--- config.mk ---
export PLATFORM = sky130hd
export DESIGN_NAME = fetch_unit
export DESIGN_NICKNAME = d
export VERILOG_FILES = /design/src/rtl/fetch_unit.sv
export SDC_FILE = /design/constraint.sdc
export NUM_CORES = 1
export LEC_CHECK = 0
export BUFFER_PORTS_ARGS = -buffer_cell sky130_fd_sc_hd__clkbuf_2
export CAP_MARGIN = 20
export CORE_MARGIN = 5
export CORE_UTILIZATION = 30
export CTS_CLUSTER_SIZE = 14
export DETAILED_ROUTE_END_ITERATION = 12
export PLACE_DENSITY = 0.52
export SLEW_MARGIN = 20
export SYNTH_ARGS = -nofsm -noshare
export SYNTH_HDL_FRONTEND = slang
export SYNTH_SLANG_ARGS = --single-unit
--- constraint.sdc ---
create_clock -name clk -period 4.3 [get_ports clk]
set_clock_uncertainty 0.15 [all_clocks]
set_input_delay 0.86 -clock clk [delete_from_list [all_inputs] [get_ports clk]]
set_output_delay 0.86 -clock clk [all_outputs]
set_load 0.005 [all_outputs]
--- src/rtl/fetch_unit.sv ---
// Instruction fetch unit: IDLE/FETCH/EXEC sequencer holding PC, IR and next-PC selection.
// Optional FETCH_INSTR_COUNT_EN adds a retired-instruction counter output (instrCount).
module fetch_unit #(
    parameter logic [31:0] RESET_PC = 32'h0000_0000
) (
    input  logic        clk,
    input  logic        rst_n,
    output logic        imemReq,
    output logic [31:0] imemAddr,
    input  logic        imemAck,
    input  logic [31:0] imemData,
    input  logic        stall,
    input  logic        Branch,
    input  logic        Zero,
    input  logic        Jump,
    output logic [31:0] instr,
    output logic [5:0]  opCode,
    output logic [31:0] pcOut,
    output logic        instrValid
`ifdef FETCH_INSTR_COUNT_EN
    ,
    output logic [31:0] instrCount
`endif
);

    localparam int unsigned XLEN = 32;

    typedef enum logic [1:0] {
        IDLE  = 2'd0,
        FETCH = 2'd1,
        EXEC  = 2'd2
    } state_t;

    state_t            r_state;
    state_t            w_state_nxt;
    logic              w_capture;
    logic              w_retire;
    logic [XLEN-1:0]   r_pc;
    logic [XLEN-1:0]   r_pc_out;
    logic [XLEN-1:0]   r_ir;
    logic              r_req;
    logic              r_valid;
    logic [XLEN-1:0]   w_pc4;
    logic [XLEN-1:0]   w_br_off;
    logic [XLEN-1:0]   w_pc_next;

    // State register
    always_ff @(posedge clk or negedge rst_n) begin
        if (!rst_n) begin
            r_state <= IDLE;
        end else begin
            r_state <= w_state_nxt;
        end
    end

    // Next-state and transition strobes; ack only matters in FETCH, stall only in EXEC
    always_comb begin
        w_state_nxt = r_state;
        w_capture   = 1'b0;
        w_retire    = 1'b0;
        case (r_state)
            IDLE: begin
                w_state_nxt = FETCH;
            end
            FETCH: begin
                if (imemAck) begin
                    w_state_nxt = EXEC;
                    w_capture   = 1'b1;
                end
            end
            EXEC: begin
                if (!stall) begin
                    w_state_nxt = FETCH;
                    w_retire    = 1'b1;
                end
            end
            default: begin
                w_state_nxt = IDLE;
            end
        endcase
    end

    // Next-PC selection from the instruction in IR; Jump outranks Branch
    always_comb begin
        w_pc4     = r_pc_out + XLEN'(4);
        w_br_off  = {{14{r_ir[15]}}, r_ir[15:0], 2'b00};
        w_pc_next = w_pc4;
        if (Jump) begin
            w_pc_next = {w_pc4[31:28], r_ir[25:0], 2'b00};
        end else if (Branch && Zero) begin
            w_pc_next = w_pc4 + w_br_off;
        end
    end

    always_ff @(posedge clk or negedge rst_n) begin
        if (!rst_n) begin
            r_pc     <= RESET_PC;
            r_pc_out <= RESET_PC;
            r_ir     <= '0;
            r_req    <= 1'b0;
            r_valid  <= 1'b0;
        end else begin
            r_req   <= (w_state_nxt == FETCH);
            r_valid <= (w_state_nxt == EXEC);
            if (w_capture) begin
                r_ir     <= imemData;
                r_pc_out <= r_pc;
            end
            if (w_retire) begin
                r_pc <= w_pc_next;
            end
        end
    end

    assign imemReq    = r_req;
    assign imemAddr   = r_pc;
    assign instr      = r_ir;
    assign opCode     = r_ir[31:26];
    assign pcOut      = r_pc_out;
    assign instrValid = r_valid;

`ifdef FETCH_INSTR_COUNT_EN
    logic [XLEN-1:0] r_count;

    always_ff @(posedge clk or negedge rst_n) begin
        if (!rst_n) begin
            r_count <= '0;
        end else if (w_retire) begin
            r_count <= r_count + XLEN'(1);
        end
    end

    assign instrCount = r_count;
`endif

endmodule
Word-level counts from Yosys, hierarchy flattened
Cells that the tools add are included.
Widths: inputs -> output; s select.

word-level totals
  register bits = 100
  input port bits = 39
  output and inout port bits = 104
  word-level logic and storage cells = 23

operators by class
  $add $sub $neg = 2
  equal/unequal tests = 4
  multiplexer cells = 9
  reductions and logical operators = 2

operators with widths
  operator               number
  $mux 32                2
  $add 32x3->32 const B  1
  $add 32x32->32         1
  $pmux 2 s3             1
  $eq 2x1->1 const B     2
  $eq 2x2->1 const B     2
  $mux 1                 4
  $mux 2                 2
  $logic_not 2->1        1
  $logic_and 1x1->1      1

Logic depth before layout (Yosys ltp)
Gate-level depths: netlist (run 1).

  depth in word-level cells = 4
  depth in mapped cells = 16
  gate-level depth less buffers = 14

Worst setup path before layout (run 1)
OpenSTA, ideal clock, no wires.

  path type = reg-to-reg
  start point = register r_pc_out[4] (netlist: pcOut[4])
  end point = register r_pc[31] (netlist: imemAddr[31])
  arrival time = 3,494 ps
  required time = 4,026 ps
  slack = 532 ps
  stages on the path, launching flop included = 15
  path through = dfrtp_1 > and4_1 > and3_1 > clkbuf_1 > and3_1 > xor2_1 > ha_1 > a21oi_1 > o21a_1 > nor2_1 > a211oi_1 > nand2_2 > a211oi_2 > mux4_2 > a211o_1

on the way
  longest elaborated chain between the ends = 4

ends and longest elaborated chain
  element                   line  text
  start: declaration        39    logic [XLEN-1:0] r_pc_out;
  start signal: assignment  107   r_pc_out <= r_pc;
  $add 32x3->32 *           85    w_pc4 = r_pc_out + XLEN'(4);
  $add 32x32->32            91    w_pc_next = w_pc4 + w_br_off;
  $mux 32                   90    end else if (Branch && Zero) begin
  $mux 32 *                 88    if (Jump) begin
  end signal: assignment    110   r_pc <= w_pc_next;
  end: declaration          38    logic [XLEN-1:0] r_pc;

Every way passes the cells marked *; elsewhere a longest branch is shown, timed or not.
A chain may end at the register's enable or synchronous reset.

Final worst setup path (run 1)
Ends and elaborated chain as after synthesis.

==> results.md, run 1 <==
* Status: completed
* Fin. max-slew vios at 0
* Clk slew on worst S/H paths at ~0.07 ns
* FMAX at 247 MHz
* Post-Syn Instances at between 600 and 700
* Port bufs at around 140
* Via Count at between 5,000 and 6,000
* Vias per cell at about 5.1
* Peak supply drop at roughly 280 uV
* FF+latch area at 2500 um^2
* Clock Latency Late Sink at between 0.3 and 0.4 ns
* Ant. Diodes at 0
* Max Cap Viol at 0
* Max-slew headroom at roughly two fifths
* Vias in the first global route at 5,408
* Core area at about 21,000 um^2
* Placed cell area at between 7000 and 8000 um^2
* Congestion Overflow GR at 0
* Worst slew pin tran at roughly 0.88 ns
* Post-synth EDFFs at 0
* Rows at 53
* Die ar. at about 24,000 um^2
* Area of the multi-input gates at ~3700 um^2
* Slowest stage delay, CP at between 0.5 and 0.6 ns
* Iter 0 DRT Violations at 300
* Initial antenna violation count at 0
* Crit Path Class: flop to flop
* Worst path most repeated cell: a211o_1
* Post-route ant nets at 0
* Setup Viol. Count Final at 0
* CP max FO at 7
* Share of cells above drive strength 1 at 32.2%
* Final Cycle Share at around 94%
* RSZ-0062 raised after global routing: false
* Leakage at roughly 3.7 nW
* Fillers at between 2,000 and 2,500
* Pwr per Cell Area at 839 nW/um^2
* Wirelength, routed at ~19,000 um
* Final nets at 867
* Die W at roughly 160 um
* Wire length per cell at around 18 um
* GRT Overall Usage at 16.0%
* CTS Buf Count at 9
* CP startpoint kind: flop
* CP required at roughly 4.4 ns
* First-pass GRT wire length at 30,800 um
* Boundary Pins at approximately 140
* Setup Fix Bufs, Post-CTS at 0
* Root buffer cell: clkbuf_16
* Flops & latches, synth at 100
* Area growth syn-to-layout at 21.6%
* Placer Congestion at about 0.89
* Minimum clock period at ~4.1 ns
* Synth Net Count at 730
* Die Height at roughly 160 um
* Dpl hpwl at roughly 15,000 um
* Worst min path class: flop to flop
* Worst-path cell chain: and4_1, and3_2, nand2_1, xnor2_1, ha_1, nand4_1, nor2b_1, a211o_1, o21bai_2, nand2_2, a211oi_2, mux4_2, a211o_1
* Sequential area share after synthesis at 39.2%
* Post-route DRC at 0
* Hold Vio Cnt, Final at 0
* Clock tree buffer depth at 2
* Total negative slack at 0 ns
* Syn Std Cell Area at roughly 6400 um^2
* CP endpoint kind: flop
* Cell variety after synth at 55
* Slowest cell on crit path: mux4_2
* Starting density of the core at 30.4%
* CTS tree: built
* Ys Warns at 0
* Syn avg cell area at a little under 10 um^2
* Main synth FF type: dfrtp_1
* Final Cell Area at 7750 um^2
* Pin count of the biggest net entering global routing at 67
* Depth of the CTS H-tree at 3
* Asr flop ratio synth at 100%
* Clk sinks at 100
* Crit path DAT at 4.15 ns
* Initial DRT Pass Iterations at 4
-- per-layer routing --
metal / vias up / global-route usage (%) / share of wire [%]
met3: 11 / 2.88 / 5.1
met1: 2602 / 22.6 / 48
met2: 135 / 25.5 / 46
met5: - / 0 / 0
li1: 2660 / - / -
met4: 0 / 3.50 / 0.95
-- cell usage in the layout (no fill, tap or decap), types with 4 or more instances in the layout --
cell,instances
a21oi_1,34
mux2_2,67
xor2_1,18
o21ai_0,43
nand4_1,10
xnor2_1,28
and3_1,13
nand2_1,76
buf_4,17
nor2_1,37
a21o_1,12
o31ai_1,4
dfrtp_1,100
ha_1,37
o211ai_1,8
nand3_1,18
a31oi_1,7
or3_1,7
clkbuf_16,9
inv_1,9
a211o_1,6
a221oi_1,4
o21a_1,8
clkbuf_2,141
nor3_1,7
a211oi_1,7
and2_1,7
o211a_1,5
o22ai_1,4
-- synthesized netlist by cell type (2+ instances only) --
cell type | instances | area, um^2
mux2_2 | 67 | 754
and3_1 | 14 | 87.6
a2111o_1 | 2 | 22.5
nor2_1 | 37 | 139
nor2b_1 | 3 | 18.8
nand3_1 | 18 | 90.1
o211ai_1 | 8 | 60.1
nand3b_1 | 2 | 15.0
ha_1 | 37 | 463
mux2i_1 | 3 | 30.0
nand4_1 | 10 | 62.6
buf_4 | 6 | 45.0
o22ai_1 | 4 | 25.0
a211o_1 | 6 | 52.6
o21ai_0 | 43 | 215
nand2b_1 | 2 | 12.5
nor3_1 | 7 | 35.0
o211a_1 | 5 | 50.1
o221ai_1 | 3 | 26.3
and2_1 | 7 | 43.8
a211oi_1 | 8 | 60.1
dfrtp_1 | 100 | 2500
nand2_1 | 76 | 285
a221oi_1 | 4 | 35.0
o31ai_1 | 4 | 30.0
inv_1 | 9 | 33.8
or3_1 | 7 | 43.8
a21o_1 | 12 | 90.1
xnor2_1 | 28 | 245
and4_1 | 4 | 35.0
clkbuf_1 | 26 | 97.6
a31oi_1 | 7 | 43.8
o311ai_0 | 2 | 17.5
a22oi_1 | 2 | 15.0
a21oi_1 | 35 | 175
xor2_1 | 18 | 158
o21a_1 | 8 | 60.1
o21bai_1 | 2 | 15.0
-- critical path, delay by kind of cell, from the launching register on --
| kind | cells | cell delay [ns] |
|---|---|---|
| flip-flops | 1 | 0.46 |
| AO/OA/AOI/OAI | 4 | 1.02 |
| AND/OR/NAND/NOR | 6 | 1.09 |
| XOR/XNOR | 1 | 0.33 |
| adder cells (fa/ha/maj) | 1 | 0.38 |
| multiplexers | 1 | 0.52 |
-- cell families (layout without fill, tap and decap cells) --
logic type               count (synthesis)  after routing  share of synthesized area [%]
AND/OR/NAND/NOR                        192            192                           14.2
AO/OA/AOI/OAI                          164            164                           17.2
flip-flops                             100            100                           39.2
multiplexers                            71             71                           12.7
XOR/XNOR                                46             46                           6.32
buffers and inverters                   42            183                           2.83
adder cells (fa/ha/maj)                 38             38                           7.57
-- sequential cells by signal, summed over array words and instances (netlist names) --
name and flops:
imemAddr 32, imemReq 1, instr 32, instrValid 1
pcOut 32, r_state 2
-- final timing paths --
path | from | end | slack, ns | cells after the start
worst max register to register | pcOut[4]$_DFFE_PN0P_ | imemAddr[31]$_DFFE_PN0P_ | 0.25 | 13
worst max-delay path | pcOut[4]$_DFFE_PN0P_ | imemAddr[31]$_DFFE_PN0P_ | 0.25 | 13
min in group asynchronous | rst_n | imemAddr[9]$_DFFE_PN0P_ | 0.44 | 1
worst min register to register | imemAddr[11]$_DFFE_PN0P_ | imemAddr[11]$_DFFE_PN0P_ | 0.36 | 2
worst min-delay path | imemAddr[11]$_DFFE_PN0P_ | imemAddr[11]$_DFFE_PN0P_ | 0.36 | 2
max in group asynchronous | rst_n | pcOut[27]$_DFFE_PN0P_ | 2.85 | 2
-- where the power goes --
group | switching [mW] | internal [mW] | total (mW)
Sequential | 0.502 | 1.37 | 1.87
Combinational | 1.98 | 1.77 | 3.75
Clock | 0.376 | 0.511 | 0.887
Total | 2.86 | 3.64 | 6.51
-- through the flow --
step | std cells | hold WS, ns | power, mW | setup slack, ns | util, %
floorplan | 653 | 0.338 | 4.36 | 0.532 | -
global placement | 1054 | 0.343 | 5.63 | 0.288 | 35.4
detailed placement | 1054 | 0.352 | 5.65 | 0.127 | 35.4
CTS | 1069 | 0.368 | 6.57 | 0.0840 | 36.9
global route | 1069 | 0.386 | 7.09 | 0.0239 | 37.0
finish | 1069 | 0.362 | 6.51 | 0.246 | 37.0
-- cell type report --
| type | instances | area share [%] |
|---|---|---|
| clock buffer | 10 | 2.95 |
| clock inverter | 5 | 1.10 |
| timing repair buffer | 159 | 11.0 |
| sequential | 100 | 32.3 |
| inverter | 9 | 0.436 |
| tap | 275 | 4.44 |
| multi-input combinational | 511 | 47.8 |
-- repair_timing --
action                     in CTS  in global routing
hold buffers                    0                  0
setup endpoints to repair       0                  2
resized for setup               0                  4
Note: power is estimated with default switching activity, not from simulation.
==> run 2: changes to the inputs <==
--- a/config.mk
+++ b/config.mk
@@ -7,11 +7,13 @@
 export LEC_CHECK = 0
 export BUFFER_PORTS_ARGS = -buffer_cell sky130_fd_sc_hd__clkbuf_2
 export CAP_MARGIN = 20
+export CELL_PAD_IN_SITES_DETAIL_PLACEMENT = 1
+export CELL_PAD_IN_SITES_GLOBAL_PLACEMENT = 1
 export CORE_MARGIN = 5
-export CORE_UTILIZATION = 30
+export CORE_UTILIZATION = 42
 export CTS_CLUSTER_SIZE = 14
 export DETAILED_ROUTE_END_ITERATION = 12
-export PLACE_DENSITY = 0.52
+export PLACE_DENSITY = 0.84
 export SLEW_MARGIN = 20
 export SYNTH_ARGS = -nofsm -noshare
 export SYNTH_HDL_FRONTEND = slang
==> results.md, run 2 (synthesized netlist as in run 1, its figures left out) <==
* CP required at 4.42 ns (+0.03 ns)
* Worst slack, placed at 0.0538 ns (-0.0732 ns)
* Max Cap Viol at 0 (unchanged)
* GRT Overall Usage at 24.4% (+8.5 points)
* Area growth syn-to-layout at 20.1%
* Post-layout util at 51.0% (+14 points)
* Crit path DAT at 4.19 ns (+0.04 ns)
* Core area at 15,000 um^2 (-28%)
* Congestion Overflow GR at 0 (unchanged)
* Vias in the first global route at 6,252 (+16%)
* Initial antenna violation count at 0 (unchanged)
* Worst min path class: flop to flop
* CP max FO at 7 (unchanged)
* Pwr per Cell Area at 869 nW/um^2 (+3.6%)
* Total power at 6.66 mW (+2.4%)
* Hold Vio Cnt, Final at 0 (unchanged)
* RSZ-0062 raised after global routing: false
* Rows at 45 (-15%)
* Max-slew headroom at 41.9% (+0.31 points)
* Clk sinks at 100 (unchanged)
* Peak supply drop at 413 uV (+45%)
* Die ar. at 17,700 um^2 (-27%)
* Share of cells above drive strength 1 at 32.4% (+0.13 points)
* Post-route ant nets at 0 (unchanged)
* CTS tree: built
* First-pass GRT wire length at 34,400 um (+12%)
* Worst slew pin tran at 0.868 ns (-0.00725 ns)
* Final nets at 866 (-0.12%)
* Setup Fix Bufs, Post-CTS at 0 (unchanged)
* Status: completed
* Depth of the CTS H-tree at 3 (unchanged)
* Post-route DRC at 0 (unchanged)
* Clock Latency Late Sink at 0.37 ns (about the same)
* Port bufs at 142 (unchanged)
* CTS Buf Count at 9 (unchanged)
* Die Height at 133 um (-14%)
* Commonest non-fill, non-tap cell in the layout: clkbuf_2
* Via Count at 5,778 (+6.8%)
* Wire length per cell at 21.9 um (+22%)
* Leakage at 3.68 nW (+0.23%)
* Setup Viol. Count Final at 0 (unchanged)
* Iter 0 DRT Violations at 307 (+2.3%)
* Final Cycle Share at 94.8% (+0.53 points)
* Worst setup margin at 0.223 ns (-0.0230 ns)
* Most frequent cells in the layout: clkbuf_2, dfrtp_1, nand2_1
* WHS at 0.369 ns (+0.00696 ns)
* Placer Congestion at 0.952 (+6.7%)
* Boundary Pins at 143 (unchanged)
* Initial DRT Pass Iterations at 4 (unchanged)
* Starting density of the core at 42.4% (+12 points)
* CP endpoint kind: flop
* Die W at 133 um (-14%)
* Fin. max-slew vios at 0 (unchanged)
* Ant. Diodes at 0 (unchanged)
* Root buffer cell: clkbuf_16
* Crit Path Class: flop to flop
* Clock tree buffer depth at 2 (unchanged)
* Total negative slack at 0 ns (unchanged)
* Minimum clock period at 4.08 ns (+0.0230 ns)
* CP startpoint kind: flop
* Wirelength, routed at 21,500 um (+12%)
* Dpl hpwl at 16,600 um (+13%)
* Clk slew on worst S/H paths at 0.09 ns (+0.02 ns)
* Pin count of the biggest net entering global routing at 59 (-12%)
* Vias per cell at 5.88 (+16%)
* FMAX at 245 MHz (-0.56%)
run 2: cell count changes in the layout (fill, tap and decap cells not counted), sizes merged:
cell,change
buf,-1
clkbuf,-1
clkinv,+4
bufinv,-2
inv,+1
clkinvlp,-1
run 2: worst max-delay path, cell delays in order, from the launching register on:
cell and delay (ns):
dfrtp_1 0.48, and4_1 0.30, and3_2 0.26, nand2_1 0.12, xnor2_1 0.33, ha_1 0.39
nand4_1 0.16, nor2b_1 0.06, a211o_1 0.29, o21bai_2 0.24, nand2_2 0.13, a211oi_2 0.24
mux4_2 0.54, a211o_1 0.28
run 2: cell type report:
class | count | area [um^2]
multi-input cells | 511 | 3710
well taps | 188 | 235
repair buffers | 158 | 866
clock buffers | 9 | 225
inverters | 9 | 33.8
flip-flops and latches | 100 | 2500
clock inverters | 7 | 88.8
fillers | 1737 | 7370
run 2: where the power goes:
| group | leakage (nW) | switching, mW | internal, mW | total, mW |
|---|---|---|---|---|
| combinational | 2.31 | 2.12 | 1.78 | 3.89 |
| clock | 0.152 | 0.435 | 0.419 | 0.854 |
| sequential | 1.22 | 0.547 | 1.36 | 1.91 |
run 2: final timing paths:
kind / startpoint / endpoint / slack, ns / cells after the start
max in group asynchronous: rst_n / instr[17]$_DFFE_PN0P_ / 2.79 / 2
worst max register to register: pcOut[4]$_DFFE_PN0P_ / imemAddr[31]$_DFFE_PN0P_ / 0.22 / 13
min in group asynchronous: rst_n / imemAddr[18]$_DFFE_PN0P_ / 0.41 / 1
worst min-delay path: imemAddr[21]$_DFFE_PN0P_ / imemAddr[21]$_DFFE_PN0P_ / 0.37 / 2
worst max-delay path: pcOut[4]$_DFFE_PN0P_ / imemAddr[31]$_DFFE_PN0P_ / 0.22 / 13
worst min register to register: imemAddr[21]$_DFFE_PN0P_ / imemAddr[21]$_DFFE_PN0P_ / 0.37 / 2
run 2: stage by stage:
stage | cells | area [um^2]
2_1_floorplan | 653 | 6380
3_3_place_gp | 965 | 7300
3_5_place_dp | 965 | 7300
4_1_cts | 981 | 7620
5_1_grt | 982 | 7660
6_report | 982 | 7660
run 2: per-layer routing:
layer	wire length [um]	GRT usage (%)	vias up
met4	542	8.91	0
met3	1190	4.98	36
li1	-	-	2650
met2	11200	42.9	178
met1	8620	29.6	2914
met5	0	0	-
run 2: timing repair:
item / 4_1_cts / 5_1_grt
endpoints found under the setup margin: 0 / 2
resized for setup: 0 / 4
hold buffers: 0 / 0
